[config.mk]
export PLATFORM = sky130hd
export DESIGN_NAME = conv11_input_feeder
export DESIGN_NICKNAME = d
export VERILOG_FILES = /design/src/rtl/conv11_input_feeder.sv
export SDC_FILE = /design/constraint.sdc
export NUM_CORES = 1
export LEC_CHECK = 0
export BUFFER_PORTS_ARGS = -buffer_cell sky130_fd_sc_hd__buf_2
export CAP_MARGIN = 15
export CORE_MARGIN = 4
export CORE_UTILIZATION = 40
export CTS_CLUSTER_SIZE = 16
export DETAILED_ROUTE_END_ITERATION = 6
export GPL_TIMING_DRIVEN = 1
export PLACE_DENSITY_LB_ADDON = 0.08
export SLEW_MARGIN = 10
export SYNTH_ARGS = -nofsm -noshare
export SYNTH_HDL_FRONTEND = slang
export SYNTH_SLANG_ARGS = --single-unit
[constraint.sdc]
create_clock -name clk -period 6 [get_ports clk]
set_input_delay 0.3 -clock clk [delete_from_list [all_inputs] [get_ports clk]]
set_output_delay 0.3 -clock clk [all_outputs]
set_load 0.01 [all_outputs]
[src/rtl/conv11_input_feeder.sv]
// conv11 input feeder: reads VEC_LEN activation words per beat and holds each beat until consumed.
// Optional PRESENT watchdog enabled by defining CONV11_FEEDER_TIMEOUT_EN.
module conv11_input_feeder #(
  parameter int unsigned DATA_W  = 8,
  parameter int unsigned VEC_LEN = 4,
  parameter int unsigned ADDR_W  = 12,
  parameter int unsigned TIMEOUT = 1023
) (
  input  logic                      clk,
  input  logic                      rst_n,
  input  logic                      start_i,
  input  logic [ADDR_W-1:0]         base_addr_i,
  input  logic [ADDR_W-1:0]         beat_count_i,
  output logic                      mem_rd_en_o,
  output logic [ADDR_W-1:0]         mem_rd_addr_o,
  input  logic [DATA_W-1:0]         mem_rd_data_i,
  output logic [VEC_LEN*DATA_W-1:0] input_data_o,
  output logic                      input_valid_o,
  input  logic                      input_ready_i,
  output logic                      busy_o,
  output logic                      done_o,
  output logic                      err_timeout_o
);

  localparam int unsigned CntW = $clog2(VEC_LEN + 1);

  if (VEC_LEN == 0 || TIMEOUT == 0) begin : g_param_check
    $error("conv11_input_feeder: VEC_LEN and TIMEOUT must be at least 1");
  end

  typedef enum logic [1:0] {StIdle, StFetch, StPresent, StFin} state_e;

  state_e                      state_q;
  logic [ADDR_W-1:0]           ptr_q;
  logic [ADDR_W-1:0]           beats_q;
  logic [CntW-1:0]             rd_cnt_q;
  logic [CntW-1:0]             cap_idx_q;
  logic                        cap_pend_q;
  logic                        mem_rd_en_q;
  logic [ADDR_W-1:0]           mem_rd_addr_q;
  logic [VEC_LEN*DATA_W-1:0]   data_q;
  logic                        valid_q;
  logic                        busy_q;
  logic                        done_q;

`ifdef CONV11_FEEDER_TIMEOUT_EN
  localparam int unsigned ToW = $clog2(TIMEOUT + 1);
  logic [ToW-1:0] to_cnt_q;
  logic           err_q;
`endif

  always_ff @(posedge clk or negedge rst_n) begin
    if (!rst_n) begin
      state_q       <= StIdle;
      ptr_q         <= '0;
      beats_q       <= '0;
      rd_cnt_q      <= '0;
      cap_idx_q     <= '0;
      cap_pend_q    <= 1'b0;
      mem_rd_en_q   <= 1'b0;
      mem_rd_addr_q <= '0;
      data_q        <= '0;
      valid_q       <= 1'b0;
      busy_q        <= 1'b0;
      done_q        <= 1'b0;
`ifdef CONV11_FEEDER_TIMEOUT_EN
      to_cnt_q      <= '0;
      err_q         <= 1'b0;
`endif
    end else begin
      done_q     <= 1'b0;
      // Read data returns one cycle after the strobe, so the capture strobe trails it by one.
      cap_pend_q <= mem_rd_en_q;
      unique case (state_q)
        StIdle: begin
          if (start_i) begin
            if (beat_count_i == '0) begin
              state_q <= StFin;
              done_q  <= 1'b1;
            end else begin
              state_q       <= StFetch;
              busy_q        <= 1'b1;
              beats_q       <= beat_count_i;
              mem_rd_en_q   <= 1'b1;
              mem_rd_addr_q <= base_addr_i;
              ptr_q         <= base_addr_i + ADDR_W'(1);
              rd_cnt_q      <= CntW'(1);
              cap_idx_q     <= '0;
            end
          end
        end
        StFetch: begin
          if (rd_cnt_q < CntW'(VEC_LEN)) begin
            mem_rd_en_q   <= 1'b1;
            mem_rd_addr_q <= ptr_q;
            ptr_q         <= ptr_q + ADDR_W'(1);
            rd_cnt_q      <= rd_cnt_q + CntW'(1);
          end else begin
            mem_rd_en_q <= 1'b0;
          end
          if (cap_pend_q) begin
            data_q[cap_idx_q*DATA_W +: DATA_W] <= mem_rd_data_i;
            cap_idx_q <= cap_idx_q + CntW'(1);
            if (cap_idx_q == CntW'(VEC_LEN - 1)) begin
              state_q <= StPresent;
              valid_q <= 1'b1;
`ifdef CONV11_FEEDER_TIMEOUT_EN
              to_cnt_q <= '0;
`endif
            end
          end
        end
        StPresent: begin
          if (input_ready_i) begin
            valid_q <= 1'b0;
            if (beats_q == ADDR_W'(1)) begin
              state_q <= StFin;
              done_q  <= 1'b1;
              busy_q  <= 1'b0;
            end else begin
              beats_q       <= beats_q - ADDR_W'(1);
              state_q       <= StFetch;
              mem_rd_en_q   <= 1'b1;
              mem_rd_addr_q <= ptr_q;
              ptr_q         <= ptr_q + ADDR_W'(1);
              rd_cnt_q      <= CntW'(1);
              cap_idx_q     <= '0;
            end
          end
`ifdef CONV11_FEEDER_TIMEOUT_EN
          else if (to_cnt_q == ToW'(TIMEOUT - 1)) begin
            err_q   <= 1'b1;
            valid_q <= 1'b0;
            done_q  <= 1'b1;
            busy_q  <= 1'b0;
            state_q <= StFin;
          end else begin
            to_cnt_q <= to_cnt_q + ToW'(1);
          end
`endif
        end
        StFin: state_q <= StIdle;
        default: state_q <= StIdle;
      endcase
    end
  end

  assign mem_rd_en_o   = mem_rd_en_q;
  assign mem_rd_addr_o = mem_rd_addr_q;
  assign input_data_o  = data_q;
  assign input_valid_o = valid_q;
  assign busy_o        = busy_q;
  assign done_o        = done_q;
`ifdef CONV11_FEEDER_TIMEOUT_EN
  assign err_timeout_o = err_q;
`else
  assign err_timeout_o = 1'b0;
`endif

endmodule

# --- After elaboration in Yosys (flattened, before gate mapping) ---
# Cells that the tools add are included.
classes:
  shift: 2
  addsub: 6
  n_lt_le_gt_ge: 1
  reduce_logical: 13
  n_mux: 55
  n_eq_ne: 13
op_table:
  columns: ["operator", "n"]
  rows:
  - ["2-to-1 mux 12 bit", 14]
  - ["one-hot mux 12 bit (3 select lines)", 2]
  - ["negator 6 -> 34 bit", 1]
  - ["variable shift 8 x 34 -> 32 bit (first input constant)", 1]
  - ["indexed part select 8 x 34 -> 32 bit", 1]
  - ["bitwise mux 32 bit", 1]
  - ["2-to-1 mux 3 bit", 10]
  - ["adder 12 x 1 -> 12 bit (second input constant)", 2]
  - ["one-hot mux 12 bit (2 select lines)", 1]
  - ["one-hot mux 3 bit (3 select lines)", 2]
  - ["!= test 2 bit (second input constant)", 8]
  - ["AND reduction 5 bit", 3]
  - ["2-to-1 mux 1 bit", 14]
  - ["equality test 12 x 1 -> 1 bit (second input constant)", 1]
  - ["logical NOT 12 bit", 1]
  - ["2-to-1 mux 2 bit", 6]
  - ["AND reduction 6 bit", 2]
  - ["subtractor 12 x 1 -> 12 bit (second input constant)", 1]
  - ["one-hot mux 2 bit (4 select lines)", 1]
  - ["AND reduction 4 bit", 2]
  - ["adder 3 x 1 -> 3 bit (second input constant)", 2]
  - ["one-hot mux 1 bit (2 select lines)", 3]
  - ["equality test 2 bit (second input constant)", 2]
  - ["nonzero test 2 bit", 2]
  - ["7 further kinds", 7]
totals:
  reg_bits: 81
  word_cells: 102

# --- Depth between registers and ports, before layout ---
# Gate-level depths: netlist (run 1).
depth:
  depth_word: 4
  ltp_mapped: 11

# --- Worst setup path after synthesis (run 1) ---
# No wires, ideal clock.
synth_timing:
  path_type: "register to register"
  from: "reg state_q[0]"
  to: "reg ptr_q[8]"
  period_less_slack_ns: 2.388
  t_arrival_ns: 2.268
  setup_slack_ns: 3.612
  path_stages_with_launch: 12
  setup_ns: 0.120
  n_path_buf: 1
  path_cell_list: "dfrtp_1 > inv_1 > ha_1 > buf_6 > mux2i_1 > inv_1 > ha_1 > inv_1 > nor2_1 > nand3_1 > or3b_1 > o211a_1"
synth_via:
  elab_chain_len: 3
  word_cells_on_any_way: 11
synth_rtl:
  columns: ["item", "line", "source"]
  rows:
  - ["start: declaration", "33", "state_e state_q;"]
  - ["start signal: assignment", "54", "state_q <= StIdle;"]
  - ["start signal: assignment", "78", "state_q <= StFin;"]
  - ["start signal: assignment", "81", "state_q <= StFetch;"]
  - ["equality test 2 bit, or another cell as far along", "74", "unique case (state_q)"]
  - ["!= test 2 bit (no source line) or nonzero test 3 bit (tied branches)", null, null]
  - ["AND reduction 6 bit (no source line)", null, null]
  - ["end signal: assignment", "86", "ptr_q <= base_addr_i + ADDR_W'(1);"]
  - ["end signal: assignment", "96", "ptr_q <= ptr_q + ADDR_W'(1);"]
  - ["end signal: assignment", "125", "ptr_q <= ptr_q + ADDR_W'(1);"]
  - ["end: declaration", "34", "logic [ADDR_W-1:0] ptr_q;"]
# Several ways; a longest one is shown, not always the timed one.
# A chain may end at the register's enable or synchronous reset.

# --- Worst setup path in the final report (run 1) ---
layout_timing:
  from: "reg state_q[0]"
  to: "reg beats_q[11]"
layout_via:
  elab_chain_len: 3
  word_cells_on_any_way: 9
layout_rtl:
  columns: ["item", "line", "source"]
  rows:
  - ["equality test 2 bit or logical NOT 2 bit (tied branches)", "74", null]
  - ["!= test 2 bit (no source line) or nonzero test 2 bit (tied branches)", null, null]
  - ["AND reduction 5 bit (no source line)", null, null]
  - ["end signal: assignment", "83", "beats_q <= beat_count_i;"]
  - ["end signal: assignment", "121", "beats_q <= beats_q - ADDR_W'(1);"]
  - ["end: declaration", "35", "logic [ADDR_W-1:0] beats_q;"]
# Several ways; a longest one is shown, not always the timed one.

==> flow_summary_export.csv, run 1 <==
group,metric,value,unit
clock_tree,cts_resized,0,
yosys,ys_async_sr_fraction,1.00,
yosys,synth_edf_count,0,
yosys,synthSimpleGateAreaFrac,0.166,
yosys,synth_warnings,0,
finish,most-common-layout-cells,"buf_2, dfrtp_1, nand2_1",
timing,finalSetupTns,0,ns
timing,max_freq,287,MHz
yosys,synth.avg_cell_area,10.3,um2
timing,fin_crit_sh,0.582,
timing,rsz0062_at_grt,"false",
yosys,synth_compound_area_frac,0.176,
yosys,ys_seq_elements,81,
worst_setup_path,r2r-start,"state_q[0]",
yosys,synth_top_family_by_area,"compound AO/OA/AOI/OAI gates",
worst_setup_path,start_kind,"register",
min_path,hp-class,"input port to register",
clock_tree,cts_buffer_depth,2,
yosys,synth_xor_area_frac,0.00989,
placed_design,place_congestion,0.777,
grt,grt_start_max_net_pins,53,
yosys,synthMuxAreaShare,0.0966,
power_and_ir_drop,leakage,2.30,nW
finish,area_growth,15.0,%
route,postRouteAntennaNets,0,
run,maxCapViolCount,0,
route,wl_met1,4990,um
worst_setup_path,worst_ep_required_time,6.21,ns
placed_design,placement.cell_area,4920,um2
route,avgRoutedWirePerCell,16.2,um
power_and_ir_drop,peakVddDrop,201,uV
timing,max-slew-margin-rel,0.336,
clock_tree,htreeDepth,3,
clock_tree,cts_setup_buffers,0,
yosys,synth_fp_nets,478,
yosys,synth_area,4430,um2
floorplanning,core_area,10800,um2
floorplanning,rows,38,
worst_setup_path,crit_type,"register to register",
timing,hold_viol_final,0,
yosys,synthDistinctLibCells,73,
floorplanning,die_area,12800,um2
worst_setup_path,startpoint,"state_q[0]",
clock_tree,cts_tree,"done",
finish,final_design_area_no_fill,5090,um2
finish,nets,554,
finish,n_fill_cell,1057,
route,routed_via_density,5.44,
clock_tree,clk_pin_slew,0.08,ns
route,met3WireLength,361,um
route,highest_layer,"met4",
yosys,synth_flop_cell,"dfrtp_1",
timing,fin_worst_skew,0.00681,ns
grt,grt_pass1_vias,3451,
worst_setup_path,worstPathArrival,3.70,ns
route,met2WireLength,5050,um
grt,grt-ovfl-total,0,
timing,slew_viol_final,0,
finish,n_antenna_cell,0,
worst_setup_path,critPathMaxFanout,26,
floorplanning,die_w,113,um
timing,fin_crit,3.49,ns
placed_design,port_buffers,83,
yosys,synth_fa_ha_area_frac,0.0367,
worst_setup_path,cp-end-kind,"register",
power_and_ir_drop,p_total,2.68,mW
floorplanning,initial_core_util,0.408,
clock_tree,cts_inserted_buffers,9,
route,firstDrtPassIters,4,
route,drt_iter0_drc,126,
route,drc,0,
min_path,min-delay-start,"beat_count_i[0]",
yosys,synth_seq_area_share,0.458,
yosys,synth_cells,429,
route,vias,3533,
floorplanning,num_io_pins,85,
timing,setup_viol,0,
status,status,"finished clean",
route,drt-total-wl,10500,um
clock_tree,worstSkewPairLatency,0.36,ns
power_and_ir_drop,p_per_area,527,nW/um2
clock_tree,cts_hold_repair.buffers,1,
clock_tree,cts.sinks,81,
grt,grt_usage,0.169,
finish,layout-drive-gt1-share,0.291,
grt,grt_pass1_wl,17400,um
floorplanning,die_y,113,um
timing,tightest_slew,0.996,ns
placed_design,place_hpwl,7560,um
grt,antenna_found_initial,0,
finish,final_common_cell,"buf_2",
clock_tree,cts-root-buf,"clkbuf_8",
==> final cells by class <==
cell class              instances  area, um2  area share
clock buffers                  10        128      0.0251
inverters                      29        109      0.0214
multi-input cells             296       2160       0.424
clock inverters                 5       33.8     0.00664
well taps                     140        175      0.0344
flip-flops and latches         81       2030       0.398
repair buffers                 88        458      0.0899
==> registers in the layout (all words and copies together), names as in the netlist <==
signal,count
cap_pend_q,1
busy_o,1
rd_cnt_q,3
cap_idx_q,3
beats_q,12
mem_rd_en_o,1
input_data_o,32
done_o,1
ptr_q,12
state_q,2
input_valid_o,1
mem_rd_addr_o,12
==> worst max-delay path, cell delays in order, from the launching register on <==
cell and delay, ns:
dfrtp_1 0.41, inv_1 0.13, ha_1 0.83, inv_2 0.32, o22ai_1 0.42, or3_1 0.78
mux2i_1 0.31, o311ai_2 0.12
==> layer usage <==
layer  global-route usage  vias up
met5                    0        -
met4               0.0681        0
met3               0.0299        8
met2                0.270       61
met1                0.228     1754
li1                     -     1710
==> cell families after synthesis <==
family | Yosys count
AND/OR/NAND/NOR | 127
AO/OA/AOI/OAI | 111
flip-flops | 81
buffers and inverters | 52
multiplexers | 39
adder cells (fa/ha/maj) | 13
XOR/XNOR | 5
other | 1
==> Yosys cell counts, types with 5 or more instances <==
| library cell | number | area share |
|---|---|---|
| dfrtp_1 | 81 | 0.46 |
| nand2_1 | 35 | 0.030 |
| inv_1 | 28 | 0.024 |
| a21oi_1 | 20 | 0.023 |
| nor2_1 | 20 | 0.017 |
| mux2_2 | 19 | 0.048 |
| nand3_1 | 19 | 0.021 |
| o21ai_1 | 17 | 0.019 |
| o21ai_0 | 16 | 0.018 |
| ha_1 | 13 | 0.037 |
| buf_2 | 11 | 0.012 |
| mux2i_1 | 11 | 0.025 |
| o22a_1 | 9 | 0.018 |
| mux2_1 | 8 | 0.020 |
| nor3_1 | 6 | 0.0068 |
| nor4_1 | 6 | 0.0085 |
| o22ai_1 | 6 | 0.0085 |
| clkbuf_1 | 5 | 0.0042 |
==> power by group <==
part	switching (mW)	internal, mW	total [mW]	leakage, nW
logic	0.817	0.577	1.39	1.25
clock network	0.205	0.147	0.353	0.0781
registers	0.170	0.765	0.935	0.975
total	1.19	1.49	2.68	2.30
==> final timing paths <==
check                                     to  slack (ns)  cells past startpoint
setup / recovery                 beats_q[11]        2.51                      7
hold / removal                    beats_q[0]        0.18                      3
setup reg to reg                 beats_q[11]        2.51                      7
hold reg to reg                   cap_pend_q        0.41                      0
max in group asynchronous         state_q[1]        4.58                      3
min in group asynchronous  mem_rd_addr_o[10]        0.41                      2
==> per-stage QoR <==
step	utilization	setup WS [ns]	hold slack, ns	instances
3_5_place_dp	0.454	2.53	0.275	633
2_1_floorplan	-	3.61	0.00441	429
6_report	0.470	2.51	0.182	649
3_3_place_gp	0.454	2.66	0.276	633
4_1_cts	0.470	2.50	0.165	649
5_1_grt	0.470	2.18	0.174	649
No activity file was read; power rests on OpenSTA's default activity.
==> inputs of run 2 (changes only) <==
Clock period 6 ns to 3.4 ns, I/O delays scaled along.
==> flow_summary_export.csv, run 2 (same netlist as run 1, synthesis figures left out) <==
group,metric,value,unit
timing,tightest_slew,0.971,ns
timing,setup_slack,0.609,ns
timing,hold_viol_final,0,
placed_design,port_buffers,83,
timing,rsz0062_at_grt,"false",
worst_setup_path,cp-end-kind,"register",
clock_tree,cts_inserted_buffers,9,
floorplanning,initial_core_util,0.408,
grt,grt_usage,0.168,
clock_tree,worstSkewPairLatency,0.36,ns
clock_tree,htreeDepth,3,
timing,whs,0.0583,ns
finish,layout-drive-gt1-share,0.296,
clock_tree,cts_tree,"done",
run,maxCapViolCount,0,
clock_tree,cts_setup_buffers,0,
route,firstDrtPassIters,4,
finish,n_antenna_cell,0,
power_and_ir_drop,pwr-share-comb,0.505,
grt,grt_pass1_vias,3380,
grt,grt_pass1_wl,17300,um
worst_setup_path,worstPathArrival,3.04,ns
route,routed_via_density,5.34,
worst_setup_path,crit_type,"register to register",
grt,grtUsageMet3,0.0337,
finish,n_fill_cell,1038,
power_and_ir_drop,p_seq_frac,0.334,
finish,largest_reg_flops,32,
floorplanning,die_w,113,um
placed_design,place_congestion,0.821,
clock_tree,cts-root-buf,"clkbuf_8",
route,vias,3493,
timing,fin_crit,2.79,ns
power_and_ir_drop,power.internal,2.84,mW
grt,grt-ovfl-total,0,
timing,fin_worst_skew,0.00938,ns
worst_setup_path,start_kind,"register",
timing,fin_crit_sh,0.821,
power_and_ir_drop,p_per_area,951,nW/um2
finish,most-common-layout-cells,"buf_2, dfrtp_1, nand2_1",
clock_tree,cts.sinks,81,
timing,slew_viol_final,0,
floorplanning,die_area,12800,um2
timing,max-slew-margin-rel,0.352,
power_and_ir_drop,leakage,2.36,nW
route,drt_iter0_drc,146,
power_and_ir_drop,switching_share,0.426,
finish,area_growth,17.5,%
worst_setup_path,critPathMaxFanout,13,
placed_design,place_hpwl,7370,um
grt,met2_usage,0.266,
grt,use_met1,0.229,
route,drc,0,
status,status,"finished clean",
timing,setup_viol,0,
floorplanning,core_area,10800,um2
timing,max_freq,358,MHz
grt,antenna_found_initial,0,
clock_tree,clk_pin_slew,0.08,ns
power_and_ir_drop,peakVddDrop,463,uV
finish,final_common_cell,"buf_2",
power_and_ir_drop,switchingPower,2.11,mW
floorplanning,die_y,113,um
clock_tree,cts_buffer_depth,2,
timing,finalSetupTns,0,ns
power_and_ir_drop,clkPwrFrac,0.161,
min_path,hp-class,"input port to register",
grt,busiest_layer,"met2",
placed_design,pre_cts_ws,0.633,ns
route,avgRoutedWirePerCell,15.9,um
grt,grt_start_max_net_pins,82,
worst_setup_path,worst_ep_required_time,3.65,ns
floorplanning,num_io_pins,85,
floorplanning,rows,38,
finish,nets,558,
route,postRouteAntennaNets,0,
route,drt-total-wl,10400,um
==> run 2: metrics by stage <==
step,cells,utilization,total power [mW],instance area (um2)
5_1_grt,654,0.480,5.39,5200
4_1_cts,652,0.476,5.00,5160
3_5_place_dp,636,0.456,4.19,4940
3_3_place_gp,636,0.456,4.13,4940
6_report,654,0.480,4.94,5200
2_1_floorplan,429,-,3.55,4430
==> run 2: worst paths after layout <==
kind / startpoint / to / slack [ns] / cells past startpoint
min in group asynchronous: rst_n / mem_rd_addr_o[10] / 0.30 / 2
max reg2reg: state_q[1] / ptr_q[8] / 0.61 / 10
min reg2reg: mem_rd_en_o / cap_pend_q / 0.41 / 0
max in group asynchronous: rst_n / input_data_o[10] / 2.49 / 3
max: state_q[1] / ptr_q[8] / 0.61 / 10
min: beat_count_i[0] / beats_q[0] / 0.06 / 3
==> run 2: worst max-delay path, cell delays in order (launching register included) <==
cell and delay [ns]:
dfrtp_1 0.39, inv_1 0.11, ha_1 0.63, mux2i_2 0.42, inv_1 0.08, ha_1 0.23
inv_1 0.12, nor2_1 0.08, nand3_1 0.15, or3b_1 0.35, o211a_1 0.13
==> run 2: timing repair <==
| item | CTS | global route |
|---|---|---|
| gates resized for setup | 0 | 0 |
| hold buffers | 0 | 1 |
| endpoints found under the hold margin | 0 | 31 |
==> run 2: power groups by stage <==
stage / clock (mW) / combinational, mW / sequential, mW
final: 0.795 / 2.50 / 1.65
after global routing: 0.860 / 2.82 / 1.71
after CTS: 0.825 / 2.52 / 1.65
after detailed placement: 0 / 2.52 / 1.67
after global placement: 0 / 2.48 / 1.66
after floorplan: 0 / 1.86 / 1.69
==> run 2: layout make-up <==
cell class                 instances  area, um2  share of cell area
clock buffer                      12        145              0.0279
clock inverter                     4       76.3              0.0147
inverter                          29        109              0.0209
multi-input combinational        296       2160               0.415
sequential                        81       2030               0.390
tap                              140        175              0.0337
timing repair buffer              92        508              0.0977
==> run 2: layer usage <==
layer  up-vias  part of all wire
met5         -                 0
met4         0             0.013
met3         9             0.037
met2        56              0.47
met1      1707              0.48
li1       1721                 -
==> inputs of run 3 (changes only) <==
Clock period 3.4 ns to 2.4 ns, I/O delays scaled along.
==> flow_summary_export.csv, run 3 (same netlist as run 1, synthesis figures left out) <==
group,metric,value,unit
floorplanning,initial_core_util,0.408,
grt,grt_usage,0.167,
worst_setup_path,start_kind,"register",
clock_tree,clk_pin_slew,0.09,ns
finish,n_antenna_cell,0,
worst_setup_path,cp-end-kind,"register",
floorplanning,core_area,10800,um2
worst_setup_path,critPathMaxFanout,15,
finish,utilization,0.508,
finish,n_fill_cell,1038,
route,routed_via_density,5.31,
route,vias,3606,
clock_tree,cts_inserted_buffers,9,
timing,max_freq,429,MHz
worst_setup_path,cp_cell_sequence,"inv_1, ha_4, buf_12, nand3b_1, a22o_4, o31ai_1, nor3b_2, nor3_2",
finish,largest_reg_flops,32,
run,maxCapViolCount,0,
timing,setup_viol,0,
worst_setup_path,worst_ep_required_time,2.62,ns
status,status,"finished clean",
worst_setup_path,cpMaxStageDelayCell,"dfrtp_1",
placed_design,pre_cts_ws,0.00975,ns
power_and_ir_drop,leakage,2.50,nW
power_and_ir_drop,p_total,7.56,mW
finish,nets,583,
worst_setup_path,max_stage_delay,0.41,ns
timing,setup_slack,0.0694,ns
floorplanning,die_area,12800,um2
finish,area_growth,24.4,%
clock_tree,cts_tree,"done",
route,firstDrtPassIters,4,
route,drt-total-wl,10800,um
grt,grt_pass1_vias,3497,
min_path,hp-class,"input port to register",
power_and_ir_drop,peakVddDrop,581,uV
grt,antenna_found_initial,0,
timing,tightest_slew,0.587,ns
timing,slew_viol_final,0,
grt,grt-ovfl-total,0,
placed_design,port_buffers,83,
floorplanning,die_y,113,um
grt,grt_start_max_net_pins,44,
route,postRouteAntennaNets,0,
finish,most-common-layout-cells,"buf_2, dfrtp_1, nand2_1",
floorplanning,rows,38,
timing,fin_crit_sh,0.971,
route,avgRoutedWirePerCell,15.9,um
timing,fin_crit,2.33,ns
timing,max-slew-margin-rel,0.609,
route,drc,0,
worst_setup_path,worstPathArrival,2.56,ns
floorplanning,num_io_pins,85,
power_and_ir_drop,p_per_area,1370,nW/um2
clock_tree,cts_buffer_depth,2,
clock_tree,cts.sinks,81,
floorplanning,die_w,113,um
route,drt_iter0_drc,233,
placed_design,place_congestion,0.822,
clock_tree,htreeDepth,3,
timing,fin_worst_skew,0.0103,ns
grt,grt_pass1_wl,17500,um
clock_tree,cts-root-buf,"clkbuf_8",
placed_design,place_hpwl,7690,um
finish,layout-drive-gt1-share,0.351,
worst_setup_path,crit_type,"register to register",
finish,final_common_cell,"buf_2",
timing,finalSetupTns,0,ns
clock_tree,worstSkewPairLatency,0.35,ns
timing,hold_viol_final,0,
## run 3: cell types whose count changed in the layout (fill, tap and decap cells not counted), sizes merged
cell / change
clkinvlp: +1
buf: +23
dlygate4sd3: +1
inv: +1
bufinv: -1
## run 3: per-layer routing
metal | part of all wire | routed length [um] | track usage
met1 | 0.46 | 4950 | 0.226
met2 | 0.49 | 5270 | 0.267
met3 | 0.040 | 427 | 0.0369
met4 | 0.012 | 125 | 0.0545
met5 | 0 | 0 | 0
## run 3: area by class of cell
class | count | area [um2] | share of cell area
clock inverters | 5 | 62.6 | 0.0114
multi-input cells | 296 | 2250 | 0.408
repair buffers | 117 | 746 | 0.135
flip-flops and latches | 81 | 2030 | 0.368
clock buffers | 11 | 141 | 0.0257
well taps | 140 | 175 | 0.0318
inverters | 29 | 109 | 0.0198
## run 3: per-stage QoR
step                      instance area [um2]  hold slack [ns]  std cells
final                                    5510           0.0298        679
after CTS                                5390          0.00953        676
after global placement                   5160            0.165        658
after detailed placement                 5160            0.175        658
after global routing                     5510           0.0220        679
after floorplan                          4430           -0.176        429
## run 3: power by group
group          internal, mW  switching, mW  total [mW]
Clock                 0.516          0.530        1.05
Sequential             1.91          0.437        2.35
Combinational          1.94           2.24        4.17
## run 3: critical path, delay by kind of cell (launching register included)
family	cells	cell delay, ns
AOI/OAI and AO/OA	2	0.64
DFF	1	0.41
buffers and inverters	2	0.28
and+or+nand+nor	3	0.65
adders and majority gates	1	0.24
## run 3: what timing repair did
action / 4_1_cts / 5_1_grt
gates cloned: 0 / 1
gates resized for setup: 2 / 14
hold buffers: 2 / 0
buffers inserted: 0 / 2
pin swaps: 0 / 2
endpoints found under the setup margin: 2 / 13
hold endpoints to repair: 43 / 0
## run 3: worst paths after layout
path	start	endpoint	slack, ns	cells past startpoint
worst min-delay path	mem_rd_data_i[6]	input_data_o[30]	0.03	2
worst min register to register	mem_rd_en_o	cap_pend_q	0.42	0
worst max-delay path	state_q[0]	ptr_q[11]	0.07	8
worst max register to register	state_q[0]	ptr_q[11]	0.07	8
min in group asynchronous	rst_n	mem_rd_addr_o[10]	0.32	2
max in group asynchronous	rst_n	input_data_o[1]	1.46	3
